$ cat config.mk
export PLATFORM = sky130hd
export DESIGN_NAME = vd6_seq_gen
export DESIGN_NICKNAME = d
export VERILOG_FILES = /design/src/rtl/vd6_seq_gen.sv
export SDC_FILE = /design/constraint.sdc
export NUM_CORES = 1
export LEC_CHECK = 0
export ABC_AREA = 1
export CAP_MARGIN = 5
export CORE_ASPECT_RATIO = 0.75
export CORE_MARGIN = 5
export CORE_UTILIZATION = 51
export DETAILED_ROUTE_END_ITERATION = 8
export GPL_ROUTABILITY_DRIVEN = 1
export PLACE_DENSITY = 0.73
export SETUP_SLACK_MARGIN = 0.3
export SLEW_MARGIN = 5
export SYNTH_ARGS = -nofsm -noshare
export SYNTH_HDL_FRONTEND = slang
export SYNTH_SLANG_ARGS = --single-unit
export TNS_END_PERCENT = 5
$ cat constraint.sdc
create_clock -name clk -period 2.15 [get_ports clk]
set_input_delay 0.3225 -clock clk [delete_from_list [all_inputs] [get_ports clk]]
set_output_delay 0.3225 -clock clk [all_outputs]
set_load 0.01 [all_outputs]
$ cat src/rtl/vd6_seq_gen.sv
// Serial stimulus transmitter for the vd6 sequence detector: loads a pattern and sends it LSB-first.
// Optional detector reference model (exp_q) is enabled with `define VD6_SEQ_GEN_EXPECT_EN.
module vd6_seq_gen #(
  parameter int WIDTH = 16,
  parameter int CNT_W = 6,
  parameter int GAP   = 2
) (
  input  logic             clk,
  input  logic             Reset,
  input  logic             start,
  input  logic [WIDTH-1:0] pattern,
  input  logic [CNT_W-1:0] len,
  input  logic             rpt,
  input  logic             stop,
  output logic             w,
  output logic             w_vld,
  output logic             busy,
  output logic             done
`ifdef VD6_SEQ_GEN_EXPECT_EN
  ,
  output logic             exp_q
`endif
);

  typedef enum logic [1:0] {ST_IDLE, ST_SHIFT, ST_GAP} state_t;

  state_t           state, state_d;
  logic [WIDTH-1:0] sh, sh_d;
  logic [WIDTH-1:0] pat_q, pat_d;
  logic [CNT_W-1:0] len_q, len_d;
  logic             rpt_q, rpt_d;
  logic [CNT_W-1:0] cnt, cnt_d;
  logic [3:0]       gcnt, gcnt_d;
  logic             w_d, vld_d, busy_d, done_d;

  // Shared pass-launch path used by start, gap expiry and back-to-back repeat.
  logic             load;
  logic [WIDTH-1:0] load_pat;
  logic [CNT_W-1:0] load_len;
  logic [CNT_W-1:0] eff_len;

  assign eff_len = (len > CNT_W'(WIDTH)) ? CNT_W'(WIDTH) : len;

  always_comb begin
    state_d  = state;
    sh_d     = sh;
    pat_d    = pat_q;
    len_d    = len_q;
    rpt_d    = rpt_q;
    cnt_d    = cnt;
    gcnt_d   = gcnt;
    w_d      = 1'b0;
    vld_d    = 1'b0;
    busy_d   = 1'b0;
    done_d   = 1'b0;
    load     = 1'b0;
    load_pat = pat_q;
    load_len = len_q;

    if (stop) begin
      state_d = ST_IDLE;
    end else begin
      case (state)
        ST_IDLE: begin
          if (start) begin
            pat_d = pattern;
            len_d = eff_len;
            rpt_d = rpt;
            if (len == '0) begin
              done_d = 1'b1;
            end else begin
              load     = 1'b1;
              load_pat = pattern;
              load_len = eff_len;
            end
          end
        end
        ST_SHIFT: begin
          // cnt holds the bits still to send after the one currently on w
          if (cnt != '0) begin
            w_d    = sh[0];
            vld_d  = 1'b1;
            busy_d = 1'b1;
            sh_d   = sh >> 1;
            cnt_d  = cnt - 1'b1;
          end else begin
            done_d = 1'b1;
            if (!rpt_q) begin
              state_d = ST_IDLE;
            end else if (GAP == 0) begin
              load = 1'b1;
            end else begin
              state_d = ST_GAP;
              busy_d  = 1'b1;
              gcnt_d  = (GAP > 0) ? 4'(GAP - 1) : 4'd0;
            end
          end
        end
        ST_GAP: begin
          busy_d = 1'b1;
          if (gcnt != '0) gcnt_d = gcnt - 1'b1;
          else            load   = 1'b1;
        end
        default: state_d = ST_IDLE;
      endcase

      if (load) begin
        state_d = ST_SHIFT;
        w_d     = load_pat[0];
        vld_d   = 1'b1;
        busy_d  = 1'b1;
        sh_d    = load_pat >> 1;
        cnt_d   = load_len - 1'b1;
      end
    end
  end

  always_ff @(posedge clk or posedge Reset) begin
    if (Reset) begin
      state <= ST_IDLE;
      sh    <= '0;
      pat_q <= '0;
      len_q <= '0;
      rpt_q <= 1'b0;
      cnt   <= '0;
      gcnt  <= '0;
      w     <= 1'b0;
      w_vld <= 1'b0;
      busy  <= 1'b0;
      done  <= 1'b0;
    end else begin
      state <= state_d;
      sh    <= sh_d;
      pat_q <= pat_d;
      len_q <= len_d;
      rpt_q <= rpt_d;
      cnt   <= cnt_d;
      gcnt  <= gcnt_d;
      w     <= w_d;
      w_vld <= vld_d;
      busy  <= busy_d;
      done  <= done_d;
    end
  end

`ifdef VD6_SEQ_GEN_EXPECT_EN
  // Moore model of the detector, clocked by the bits this block emits.
  typedef enum logic [1:0] {M_A, M_B, M_C, M_F} mstate_t;

  mstate_t m, m_d;
  logic    acc;

  assign acc = (state == ST_IDLE) && start && !stop;

  always_comb begin
    m_d = m;
    if (acc) begin
      m_d = M_A;
    end else if (w_vld) begin
      case (m)
        M_A:     m_d = w ? M_F : M_B;
        M_B:     m_d = w ? M_F : M_C;
        M_C:     m_d = w ? M_F : M_C;
        M_F:     m_d = w ? M_F : M_B;
        default: m_d = M_A;
      endcase
    end
  end

  always_ff @(posedge clk or posedge Reset) begin
    if (Reset) begin
      m     <= M_A;
      exp_q <= 1'b0;
    end else begin
      m     <= m_d;
      exp_q <= (m_d == M_C) || (m_d == M_F);
    end
  end
`endif

endmodule
Word-level counts from Yosys, hierarchy flattened

Cells that the tools add are included.

$add $sub $neg: 3
$mul: 0
Div/mod/pow operators: 0
Order comparisons: 1
Equality and inequality tests: 7
Shift operators: 0
Multiplexer cells: 46
Bitwise logic cells: 1
Reductions and logical operators: 12

Operators with widths:

| operator                                                                        | number |
|---|---|
| 16-bit two-way mux                                                              | 6 |
| 6-bit two-way mux                                                               | 8 |
| 1-bit two-way mux                                                               | 20 |
| 4-bit two-way mux                                                               | 3 |
| 6-bit by 1-bit subtractor with 6-bit output, second input constant              | 2 |
| 2-bit two-way mux                                                               | 4 |
| 4-bit one-hot mux with 2 select lines                                           | 1 |
| 6-bit by 5-bit greater-than comparator with 1-bit output, second input constant | 1 |
| 6-bit logical NOT                                                               | 1 |
| 2-bit inequality test, second input constant                                    | 3 |
| 1-bit one-hot mux with 2 select lines                                           | 3 |
| 3-bit AND reduction                                                             | 2 |
| 2-bit nonzero test                                                              | 3 |
| 6-bit nonzero test                                                              | 1 |
| 5-bit AND reduction                                                             | 1 |
| 4-bit inequality test, second input constant                                    | 1 |
| 2-bit one-hot mux with 2 select lines                                           | 1 |
| 4-bit nonzero test                                                              | 1 |
| 4-bit by 1-bit subtractor with 4-bit output, second input constant              | 1 |
| 3-bit by 1-bit inequality test with 1-bit output, second input constant         | 1 |
| 2-bit by 1-bit == test with 1-bit output, second input constant                 | 1 |
| 2-bit == test, second input constant                                            | 1 |
| 2-bit logical NOT                                                               | 1 |
| 2-bit AND reduction                                                             | 1 |
| other kinds (2)                                                                 | 2 |

Register bits: 55
Bits in latches: 0
Memory bits (writable): 0
Bits in read-only memories: 0
Input bits: 27
Output and inout bits: 4
Word-level logic and storage cells: 81
Memories kept: 0

Longest topological paths before layout

Gate-level depths: netlist (run 1).

Word-level depth: 8
Gate-level depth with buffers: 16
Gate-level depth less buffers: 16

Least setup slack after synthesis (run 1)

Ideal clock, no wire load.

Kind: register -> register
Start: register state[0]
End: register cnt[4]
Library setup time: 76 ps
Arrival: 1,990 ps
Required time: 2,074 ps
Slack: 83 ps
Stages on the path, launching flop included: 16
Buffers on the path: 1
Period minus slack after synthesis: 2,067 ps
Cells stage by stage: dfrtp_1 -> inv_1 -> ha_1 -> nand2_1 -> clkinv_1 -> nand2_2 -> buf_6 -> o21ai_1 -> a21oi_2 -> ha_1 -> inv_1 -> nor2_1 -> nand2_1 -> nand2_1 -> nand2_1 -> o21ai_1

Word-level cells in the longest chain between the ends: 5
Elaborated cells on any way between the ends: 12
Classes of those cells: 1 x add/sub; 2 x eq/ne; 5 x mux; 4 x reduce/logical

Ends and longest elaborated chain:

| what                                                                              | RTL line | text |
|---|---|---|
| from (decl)                                                                       | 27       | `state_t state, state_d;` |
| from (signal assigned)                                                            | 132      | `state <= state_d;` |
| 2-bit logical NOT or 2-bit == test (tied branches)                                | 63       | `case (state)` |
| 6-bit two-way mux or 1-bit one-hot mux with 2 select lines (tied branches)        | 63       |  |
| 6-bit two-way mux or 1-bit two-way mux (tied branches)                            | 60       | `if (stop) begin` |
| 6-bit by 1-bit subtractor with 6-bit output or 2-bit nonzero test (tied branches) | -        |  |
| 6-bit two-way mux or 3-bit AND reduction (tied branches)                          | -        |  |
| to (signal assigned)                                                              | 137      | `cnt <= cnt_d;` |
| to (decl)                                                                         | 32       | `logic [CNT_W-1:0] cnt, cnt_d;` |

Parallel ways exist; a longest one is shown, timed or not. The select of a mux whose other input is x is not followed.
A chain may end at the register's enable or synchronous reset.

Final worst setup path (run 1)

Start: input port len[5]
End: register cnt[4]

Word-level cells in the longest chain between the ends: 8
Elaborated cells on any way between the ends: 16
Classes of those cells: 1 x add/sub; 1 x order compare; 10 x mux; 4 x reduce/logical

Ends and longest elaborated chain:

| what                                                     | RTL line | text |
|---|---|---|
| from (decl)                                              | 12       | `input logic [CNT_W-1:0] len,` |
| 6-bit by 5-bit greater-than comparator with 1-bit output | 42       | `assign eff_len = (len > CNT_W'(WIDTH)) ? CNT_W'(WIDTH) : len;` |
| 6-bit two-way mux                                        | 42       |  |
| 6-bit two-way mux                                        | 69       | `if (len == '0) begin` |
| 6-bit two-way mux                                        | 65       | `if (start) begin` |
| 6-bit two-way mux                                        | 63       |  |
| 6-bit two-way mux                                        | 60       |  |
| 6-bit by 1-bit subtractor with 6-bit output              | 113      | `cnt_d = load_len - 1'b1;` |
| 6-bit two-way mux                                        | 107      | `if (load) begin` |

Parallel ways exist; a longest one is shown, timed or not. The select of a mux whose other input is x is not followed.

==> results of run 1 <==
## routing by layer
layer / part of all wire, % / vias up / global-route usage, %
met2: 45 / 57 / 31.7
met5: 0 / - / 0
met3: 4.0 / 8 / 4.10
li1: - / 1275 / -
met4: 0.80 / 0 / 4.20
met1: 51 / 1169 / 29.4
## cells by family after synthesis
group,Yosys count
fa+ha+maj,7
compound gates,69
simple gates,159
flops,54
xor+xnor,1
buf+inv,69
## layout make-up
class                   count  area share [%]
well taps                  75            2.50
repair buffers             64            16.0
multi-input cells         236            37.0
flip-flops and latches     54            36.0
clock buffers               6            2.20
clock inverters             2           0.334
inverters                  57            5.97
## worst paths after layout
check	from	endpoint	slack, ns	depth (start not counted)
max in group asynchronous	Reset	len_q[0]$_DFFE_PP0P_	1.35	3
max	len[5]	cnt[4]$_DFFE_PP0P_	0.26	14
min reg2reg	pat_q[11]$_DFFE_PP0P_	pat_q[11]$_DFFE_PP0P_	0.50	2
min	Reset	gcnt[0]$_DFFE_PP0P_	0.27	2
min in group clk	pat_q[11]$_DFFE_PP0P_	pat_q[11]$_DFFE_PP0P_	0.50	2
max reg2reg	state[0]$_DFFE_PP0P_	cnt[4]$_DFFE_PP0P_	0.27	15
## worst register-to-register path, cell delays in order (launching register included)
cell,delay (ns)
dfrtp_1,0.40
inv_2,0.12
ha_4,0.19
nand2_4,0.06
clkinv_4,0.06
nand2_8,0.08
nand2_8,0.12
nor2_4,0.04
a21oi_4,0.13
ha_2,0.20
inv_2,0.04
nor2_2,0.09
nand2_1,0.08
nand2_1,0.06
nand2_1,0.04
o21ai_1,0.12
## cells in the final DEF (no fill, tap or decap), drive strengths merged
cell / count
nand4: 4
or2: 1
clkinv: 3
nand3: 24
ha: 7
o221ai: 13
a221oi: 1
clkbuf: 6
buf: 34
nor3: 2
nand2: 103
clkdlybuf4s50: 30
dfrtp: 54
clkinvlp: 1
o22a: 1
inv: 55
o31ai: 1
nor2: 25
xor2: 1
o22ai: 1
a21oi: 5
o21ai: 47
## flip-flops by register name (all words and copies together) (netlist names)
register and count:
sh 15, w 1, cnt 6, len_q 6, w_vld 1, busy 1
state 2, done 1, pat_q 16, rpt_q 1, gcnt 4
## power by group
group	switching [mW]	internal (mW)	leakage [nW]
clock	0.329	0.260	0.0472
combinational	0.760	0.602	1.05
sequential	0.162	1.33	0.687
total	1.25	2.19	1.78
## through the flow
step                      worst slack (ns)  area, um^2  utilization (%)  instances  setup TNS (ns)
after floorplan                      0.266        2940                -        359               0
after global placement             0.00528        3430             63.7        471               0
after detailed placement           -0.0647        3430             63.7        471          -0.205
after CTS                            0.284        3710             68.9        491               0
after global routing                 0.118        3750             69.7        494               0
final                                0.259        3750             69.7        494               0
## synth_stat cells, types with 3 or more instances
master,number
inv_2,3
nand2_1,98
dfrtp_1,54
nand4_1,4
nor2_2,5
nor2_1,19
nand3_1,22
clkbuf_1,5
inv_1,52
o21ai_0,30
a21oi_1,4
buf_6,4
ha_1,7
o21ai_1,17
nand2_4,3
o221ai_1,13
## what timing repair did
item | CTS | global route
gates resized for setup | 21 | 7
pin swaps | 15 | 10
setup buffers | 12 | 3
gates cloned | 0 | 0
endpoints found under the setup margin | 21 | 41
endpoints found under the hold margin | 0 | 0
==> qor.txt, run 1 <==
Clock period minus final worst setup slack = 1.89 ns
Post-route worst hold slack = 0.272 ns
Kind of path behind the tightest hold check = in -> async
Top cell type by total area after synthesis = dfrtp_1
Unrepaired setup endpoints after global routing = yes
Max Freq = 529 MHz
Residual DRC count = 0
DRT antenna net count = 0
Number of maximum-capacitance violations = 0
Worst-skew pair later-pin latency = 0.30 ns
CP Data Arrival Time = 2.13 ns
Number of ports placed on the die boundary = 31
Net count, final = 452
Post-route total power = 3.44 mW
Clk sinks = 54
Num CTS Buffers = 5
Width of the die = 96.5 um
Number of detailed-route iterations in the first pass = 6
ANT cells = 0
Crit-path cells = clkdlybuf4s50_1 -> inv_1 -> nand2_1 -> nand2_2 -> nand2_1 -> nand2_4 -> a21oi_4 -> ha_2 -> inv_2 -> nor2_2 -> nand2_1 -> nand2_1 -> nand2_1 -> o21ai_1
Vertical extent of the die = 74.9 um
Mux contribution to synthesized area = 0%
Worst Tran Pin Value = 0.375 ns
Complex-gate fraction of the synthesized area = 14.3%
Most numerous cell on the critical path = nand2_1
Type of origin of the critical path = primary input
P_leak = 1.78 nW
Slew Limit Headroom = 74.7%
First-pass GRT wire length = 11,500 um
Maximum VDD drop = 0.396 mV
Placer's final routability congestion estimate = 0.866
Post-synthesis register bit count = 54
Combinational family with the most area after synthesis = simple AND/OR/NAND/NOR gates
Proportion of synthesized flip-flops having asynchronous set or reset = 100%
Port Buffers = 30
Buffer and inverter count on the worst path = 3
Number of max-slew violations in the final report = 0
Type of element capturing the critical path = flop
FP Rows = 23
Primary FF master, synth = dfrtp_1
Net count after synthesis = 393
Largest net degree at the start of global routing = 42
Post-synthesis instance area = 2860 um^2
Final count of hold timing violations = 0
Synth Area in Simple Gates = 24.8%
Peak per-stage delay on the critical path = 0.48 ns
Synthesized netlist cell count = 359
Floorplan die area = 7230 um^2
Count of different cell masters after synthesis = 31
Setup clock skew after layout = 0.0115 ns
Cell types occupying the most area after synthesis = dfrtp_1 47%, nand2_1 13%, inv_1 6.8%
Clock slew at the register clock pins of the worst setup and hold paths = 0.10 ns
TritonCTS clock tree = yes
Vias per cell = 5.08
Average routed wire per standard cell = 13.6 um
Sequential fraction of the synthesis area = 47.2%
Area taken by flip-flops and latches = 1350 um^2
Part of the cycle the worst path needs = 88.0%
Number of DRC markers in iteration 0 = 154
Overall track demand over capacity in global routing = 20.2%
Layout fillers = 452
Initial core utilization = 53.2%
Number of hold-repair buffers added at the cts stage = 0
Adder and majority gate portion of the synthesized area = 3.06%
Post-Synth XOR/XNOR Area = 0.306%
Detailed Route WL = 6710 um
Outcome = finished clean
Power density of the placed cells = 918 nW/um^2
Crit path max-delay family = simple AND/OR/NAND/NOR gates
Clk buf depth = 2
Avg Inst Size Synth = 7.97 um^2
Standard cell with the maximum stage delay on the critical path = clkdlybuf4s50_1
Synthesis-to-finish area growth = 31.0%
Total vias in the final route = 2,509
Yosys top cell area share = 47.2%
Grt total ovfl = 0
Total number of H-tree levels = 2
Share of post-route cells with drive strength above 1 = 20.5%
Yosys warning total = 0
CP Max Fanout = 7
Initial antenna violation count = 0
Final HPWL DP = 4630 um
Library cell used as clock root buffer = clkbuf_8
Endpoint required time on the critical path = 2.39 ns
Combined area of the multi-input logic cells = 1390 um^2
Final setup fails = 0
Vias in the first global route = 2,440
Area of the core region = 5380 um^2
Critical path class = in -> reg
EDFF count, synth = 0
No activity file was read; power rests on OpenSTA's default activity.
==> run 2: changes to the inputs <==
- CAP_MARGIN: 5 -> 10
==> results of run 2 <==
Same layout as run 1: the final DEF is identical, and so are final timing and power.
==> run 3: changes to the inputs <==
- ABC_CLOCK_PERIOD_IN_PS: not set -> 2150
==> results of run 3 <==
Same layout as run 1: the final DEF is identical, and so are final timing and power.
==> variant 1, RTL diff (flow settings as in run 2) <==
The output `w` loses its register stage (`w` becomes a continuous assignment).
--- a/src/rtl/vd6_seq_gen.sv
+++ b/src/rtl/vd6_seq_gen.sv
@@ -124,7 +124,6 @@
       rpt_q <= 1'b0;
       cnt   <= '0;
       gcnt  <= '0;
-      w     <= 1'b0;
       w_vld <= 1'b0;
       busy  <= 1'b0;
       done  <= 1'b0;
@@ -136,12 +135,13 @@
       rpt_q <= rpt_d;
       cnt   <= cnt_d;
       gcnt  <= gcnt_d;
-      w     <= w_d;
       w_vld <= vld_d;
       busy  <= busy_d;
       done  <= done_d;
     end
   end
+
+  assign w = w_d;
 
 `ifdef VD6_SEQ_GEN_EXPECT_EN
   // Moore model of the detector, clocked by the bits this block emits.
Function: changed (a bounded check fails within 4 cycles, from zero or initial values and one cycle with Reset high).
==> variant 1 against run 2 <==
- synthesized area is 0.87% lower
- total power is 3.5% higher
- worst setup slack got worse by 180 ps
- cell area rose by 1.2%
- sequential cell count is 1 lower
- wire length up 0.36%
- clock power increased by 17%
- largest cell class unchanged
==> variant 1: results (changes against run 2) <==
Run status
  – Outcome: finished clean

Cells and area
  – Nets: 463 (+2.4%)
  – Ant diodes: 0 (unchanged)
  – Registers with the most flip-flops: pat_q: 16 flops, sh: 15 flops
  – Most flops, register: pat_q
  – Layout cell share with drive strength beyond 1: 0.230 (+0.0250)

Synthesis
  – Top FF cell, synth: dfrtp_1
  – Synth Net Count: 392 (-0.25%)
  – Top area cells in the synthesized netlist: dfrtp_1 (47%), nand2_1 (13%), inv_1 (6.9%)
  – Cell types with the highest counts after synthesis: nand2_1 (98), dfrtp_1 (53), inv_1 (52), o21ai_0 (30), nand3_1 (22)
  – Distinct cells, synth: 31 (unchanged)
  – Count of synthesis-stage warnings from yosys: 0 (unchanged)
  – Ys async rst share: 1.00 (unchanged)
  – Sequential element share of the synthesized area: 0.467 (-0.00466)

Setup path
  – Setup slack of the worst register-to-register path: 120 ps (-150 ps)
  – Kind of start point of the critical path: input pin
  – Arrival time reported for the critical path endpoint: 1750 ps (-380 ps)
  – Maximum fanout encountered on the critical timing path: 4 (-3)

STA
  – Smallest hold slack: 259 ps (-12.9 ps)
  – Max frequency: 0.482 GHz (-8.8%)
  – Clock Skews: 13.1 ps (+1.54 ps)
  – Worst rel slew slack: 0.772 (+0.0246)

Clocking
  – Number of buffers on the longest clock path: 2 (unchanged)
  – Cell at the root of the clock tree: clkbuf_8
  – Total CTS buffers: 5 (unchanged)
  – Worst skew pair latency: 310 ps
  – CTS clock-pin slew for the worst setup and hold paths: 90 ps
  – Max H-tree Level: 2 (unchanged)

Drt
  – Detailed-route wire length per cell: 13.3 um (-1.8%)
  – Number of detailed-routing iterations run before antenna repair: 5 (-1)
  – DRC violation total after the first TritonRoute iteration: 182 (+18%)
  – Overall via count from detail_route: 2550 (+1.6%)

Global routing
  – First-pass GRT wire length: 11600 um (+1.4%)
  – Gr usage total: 0.211 (+0.00852)
  – Largest net degree at the start of global routing: 44 (+4.8%)
  – Number of global-route vias before repair: 2512 (+3.0%)
  – Initial antenna violation count: 0 (unchanged)

Placement
  – Number of buffer cells added on primary ports: 30 (unchanged)
  – Placed wire-length estimate: 4930 um (+6.5%)
  – Placement-stage cell area: 3530 um2 (+3.0%)
  – Routability congestion estimate: 0.868 (+0.30%)

Pwr
  – Maximum VDD drop: 0.616 mV (+56%)
  – Static leakage: 1.84 nW (+3.0%)

Worst hold path
  – Hold WC Path Type: in2async
==> variant 1: changes by cell type after synthesis, sizes merged <==
cell	delta
dfrtp	-1
==> variant 1: power by group <==
group          switching [mW]  internal, mW  total [mW]
clock network           0.339         0.349       0.688
registers               0.165          1.31        1.48
logic                   0.777         0.620        1.40
total                    1.28          2.28        3.56
==> variant 1: per-stage QoR <==
step	setup WS, ps	TNS (ps)	std cells
4_1_cts	41.3	0	501
3_5_place_dp	-349	-1150	488
3_3_place_gp	-286	-673	488
5_1_grt	-28.1	-32.9	505
6_report	75.5	0	505
2_1_floorplan	266	0	358
==> variant 1: per-layer routing <==
layer / share of wire / global-route usage / vias to the layer above
met3: 0.058 / 0.0404 / 4
met5: 0 / 0 / -
met1: 0.46 / 0.297 / 1188
met2: 0.47 / 0.334 / 63
li1: - / - / 1295
met4: 0.0086 / 0.0568 / 0
==> variant 1: cell type report <==
| class | instances | area, um2 |
|---|---|---|
| flip-flops and latches | 53 | 1330 |
| clock buffers | 5 | 68.8 |
| fillers | 409 | 1590 |
| repair buffers | 76 | 693 |
| clock inverters | 3 | 43.8 |
| multi-input cells | 236 | 1350 |
| well taps | 75 | 93.8 |
| inverters | 57 | 223 |
==> variant 1: repair_timing <==
action / 4_1_cts / 5_1_grt
resized for setup: 16 / 17
hold buffers: 0 / 0
pin swaps: 6 / 5
setup endpoints to repair: 21 / 27
buffers inserted: 5 / 4
==> variant 1: final timing paths <==
check,startpoint,endpoint,cells after the start
setup / recovery,len[0],w,10
hold / removal,Reset,w_vld,2
setup reg to reg,state[1],cnt[4],17
hold reg to reg,gcnt[0],gcnt[0],1
max in group asynchronous,Reset,sh[1],3
min in group clk,gcnt[0],gcnt[0],1
==> variant 1: logic make-up after synthesis <==
| family | count (synthesis) | share of synthesized area |
|---|---|---|
| flip-flops | 53 | 0.467 |
| adder cells (fa/ha/maj) | 7 | 0.0309 |
| AND/OR/NAND/NOR | 159 | 0.250 |
| XOR/XNOR | 1 | 0.00309 |
| AO/OA/AOI/OAI | 69 | 0.144 |
| buffers and inverters | 69 | 0.104 |
==> variant 1: critical path, cell delays in order <==
cell and delay (ps):
clkdlybuf4s50_1 430, nor2_2 200, nand2_1 120, nand2_4 100
nand2_4 50, nor2_4 90, inv_2 50, o221ai_2 190
nor3_2 60, buf_2 150
==> variant 2, RTL diff (config.mk and constraints of run 2) <==
Without the edit above. The parameter `CNT_W` goes from 6 to 12.
--- a/src/rtl/vd6_seq_gen.sv
+++ b/src/rtl/vd6_seq_gen.sv
@@ -2,7 +2,7 @@
 // Optional detector reference model (exp_q) is enabled with `define VD6_SEQ_GEN_EXPECT_EN.
 module vd6_seq_gen #(
   parameter int WIDTH = 16,
-  parameter int CNT_W = 6,
+  parameter int CNT_W = 12,
   parameter int GAP   = 2
 ) (
   input  logic             clk,
Ports: changed (resized len); port bits go from 31 to 37. The function was not compared with the original's and may differ.
==> variant 2 against run 2 <==
- fmax is 7.9% lower
- highest routed layer unchanged
- synthesized cell count is 32% higher
- total power is 46% higher
- cell area is 31% higher
- clock skew is 3.9 ps lower
- core utilization is 1.9 points lower
- sequential cell count is 12 higher
- critical endpoint is now len_q[1]
- die area is 26% higher
- critical path depth is 5 lower
- first-iteration DRC count is 29% higher
- worst setup slack worse by 160 ps
- synthesized area is 30% higher
- largest cell class unchanged
- wire length is 35% higher
- non-clock buffer count is 15 higher
==> variant 2: results (changes against run 2) <==
Run status
  – Outcome: finished clean

Clocking
  – Max H-tree Level: 3 (+1)
  – Worst skew pair latency: 350 ps (+50 ps)
  – Number of instances resized during post-cts repair: 20 (-4.8%)
  – Cell at the root of the clock tree: clkbuf_8
  – Total CTS buffers: 9 (+4)
  – Number of buffers on the longest clock path: 2 (unchanged)
  – Buffer count from post-CTS setup fixing: 10 (-2)
  – CTS clock-pin slew for the worst setup and hold paths: 70 ps (-30 ps)

Setup path
  – Worst R2R Path Depth: 9 (-6)
  – Arrival time reported for the critical path endpoint: 2280 ps (+150 ps)
  – Reg-to-reg critical path endpoint: len_q[1]
  – Setup slack of the worst register-to-register path: 100 ps (-170 ps)
  – Maximum fanout encountered on the critical timing path: 15 (+8)
  – Source of the worst register-to-register timing path: state[0]

Cells and area
  – Non-Filler Instances: 654 (+32%)
  – FILL cells: 618 (+37%)
  – Layout cell share with drive strength beyond 1: 0.224 (+0.0190)
  – Nets: 588 (+30%)

Global routing
  – Number of global-route vias before repair: 3302 (+35%)
  – Largest net degree at the start of global routing: 67 (+60%)
  – Global-route congestion overflow total: 0 (unchanged)
  – Gr usage total: 0.211 (+0.00855)
  – Initial antenna violation count: 0 (unchanged)
  – First-pass GRT wire length: 15400 um (+34%)

Placement
  – Number of instances in the placed design: 622 (+32%)
  – Number of buffer cells added on primary ports: 36 (+20%)
  – Placement-stage cell area: 4430 um2 (+29%)
  – Placed wire-length estimate: 5780 um (+25%)
  – Routability congestion estimate: 0.900 (+4.0%)

Worst hold path
  – Hold WC Path Type: in2async

Synthesis
  – Synth Net Count: 514 (+31%)
  – Sequential element share of the synthesized area: 0.444 (-0.0282)
  – Post-synthesis average cell area: 7.85 um2 (-1.6%)
  – Top area cells in the synthesized netlist: dfrtp_1 (44%), nand2_1 (12%), inv_1 (7.1%)
  – Ys async rst share: 1.00 (unchanged)
  – Distinct cells, synth: 36 (+16%)
  – Cell types with the highest counts after synthesis: nand2_1 (122), inv_1 (70), dfrtp_1 (66), o21ai_0 (48), nand3_1 (35)

Drt
  – DRC violation total after the first TritonRoute iteration: 198 (+29%)
  – Detailed-route wire length per cell: 13.9 um (+2.1%)
  – Number of detailed-routing iterations run before antenna repair: 5 (-1)
  – Overall via count from detail_route: 3371 (+34%)

Pwr
  – Switching power: 1.97 mW (+57%)
  – Static leakage: 2.36 nW (+32%)
  – Sequential group share of total power: 0.360 (-0.073)
  – Comb power frac: 0.426 (+0.030)
  – Maximum VDD drop: 0.727 mV (+84%)

STA
  – Clock Skews: 7.60 ps (-3.93 ps)
  – Slew @ Worst Pin: 461 ps (+86.3 ps)
variant 2: critical path: stages (launching register included):
cell        delay, ps
dfrtp_1           390
inv_2             110
buf_12            110
ha_4              120
nand2_2            50
buf_4             140
nor2_1            360
clkinvlp_4        430
nand2_1           130
o21ai_0            80
variant 2: area by class of cell:
class / instances / area share
Clock inverter: 6 / 0.0135
Multi-Input combinational cell: 317 / 0.378
Tap cell: 101 / 0.0258
Sequential cell: 66 / 0.337
Inverter: 74 / 0.0613
Timing Repair inverter: 1 / 0.00153
Timing Repair Buffer: 79 / 0.154
Clock buffer: 10 / 0.0281
variant 2: per-layer routing:
layer,vias up,track usage,wire length [um]
met5,-,0,0
met4,0,0.0585,163
met3,21,0.0688,625
met2,115,0.331,4110
met1,1563,0.278,4180
li1,1672,-,-
variant 2: worst max path at each step:
stage,cells past startpoint,endpoint,slack [ps],startpoint
5_1_grt,9,pat_q[7],0.4,state[0]
2_1_floorplan,15,cnt[4],230,state[0]
4_1_cts,16,cnt[4],190,state[0]
3_5_place_dp,15,cnt[4],-200,len[6]
6_report,9,len_q[1],100,state[0]
3_3_place_gp,15,cnt[4],-90,len[3]
variant 2: metrics by stage:
step | util | worst slack, ps | power [mW] | hold WS [ps]
6_report | 0.678 | 97.4 | 5.04 | 402
5_1_grt | 0.678 | 0.389 | 5.42 | 419
4_1_cts | 0.665 | 187 | 4.88 | 417
3_5_place_dp | 0.612 | -202 | 3.66 | 470
3_3_place_gp | 0.612 | -94.3 | 3.58 | 457
2_1_floorplan | - | 225 | 3.15 | 421
variant 2: cells by family after synthesis:
family | after synthesis | share of synthesized area
simple gates | 212 | 0.275
compound gates | 93 | 0.144
buf+inv | 93 | 0.107
flops | 66 | 0.444
fa+ha+maj | 7 | 0.0235
xor+xnor | 3 | 0.00706
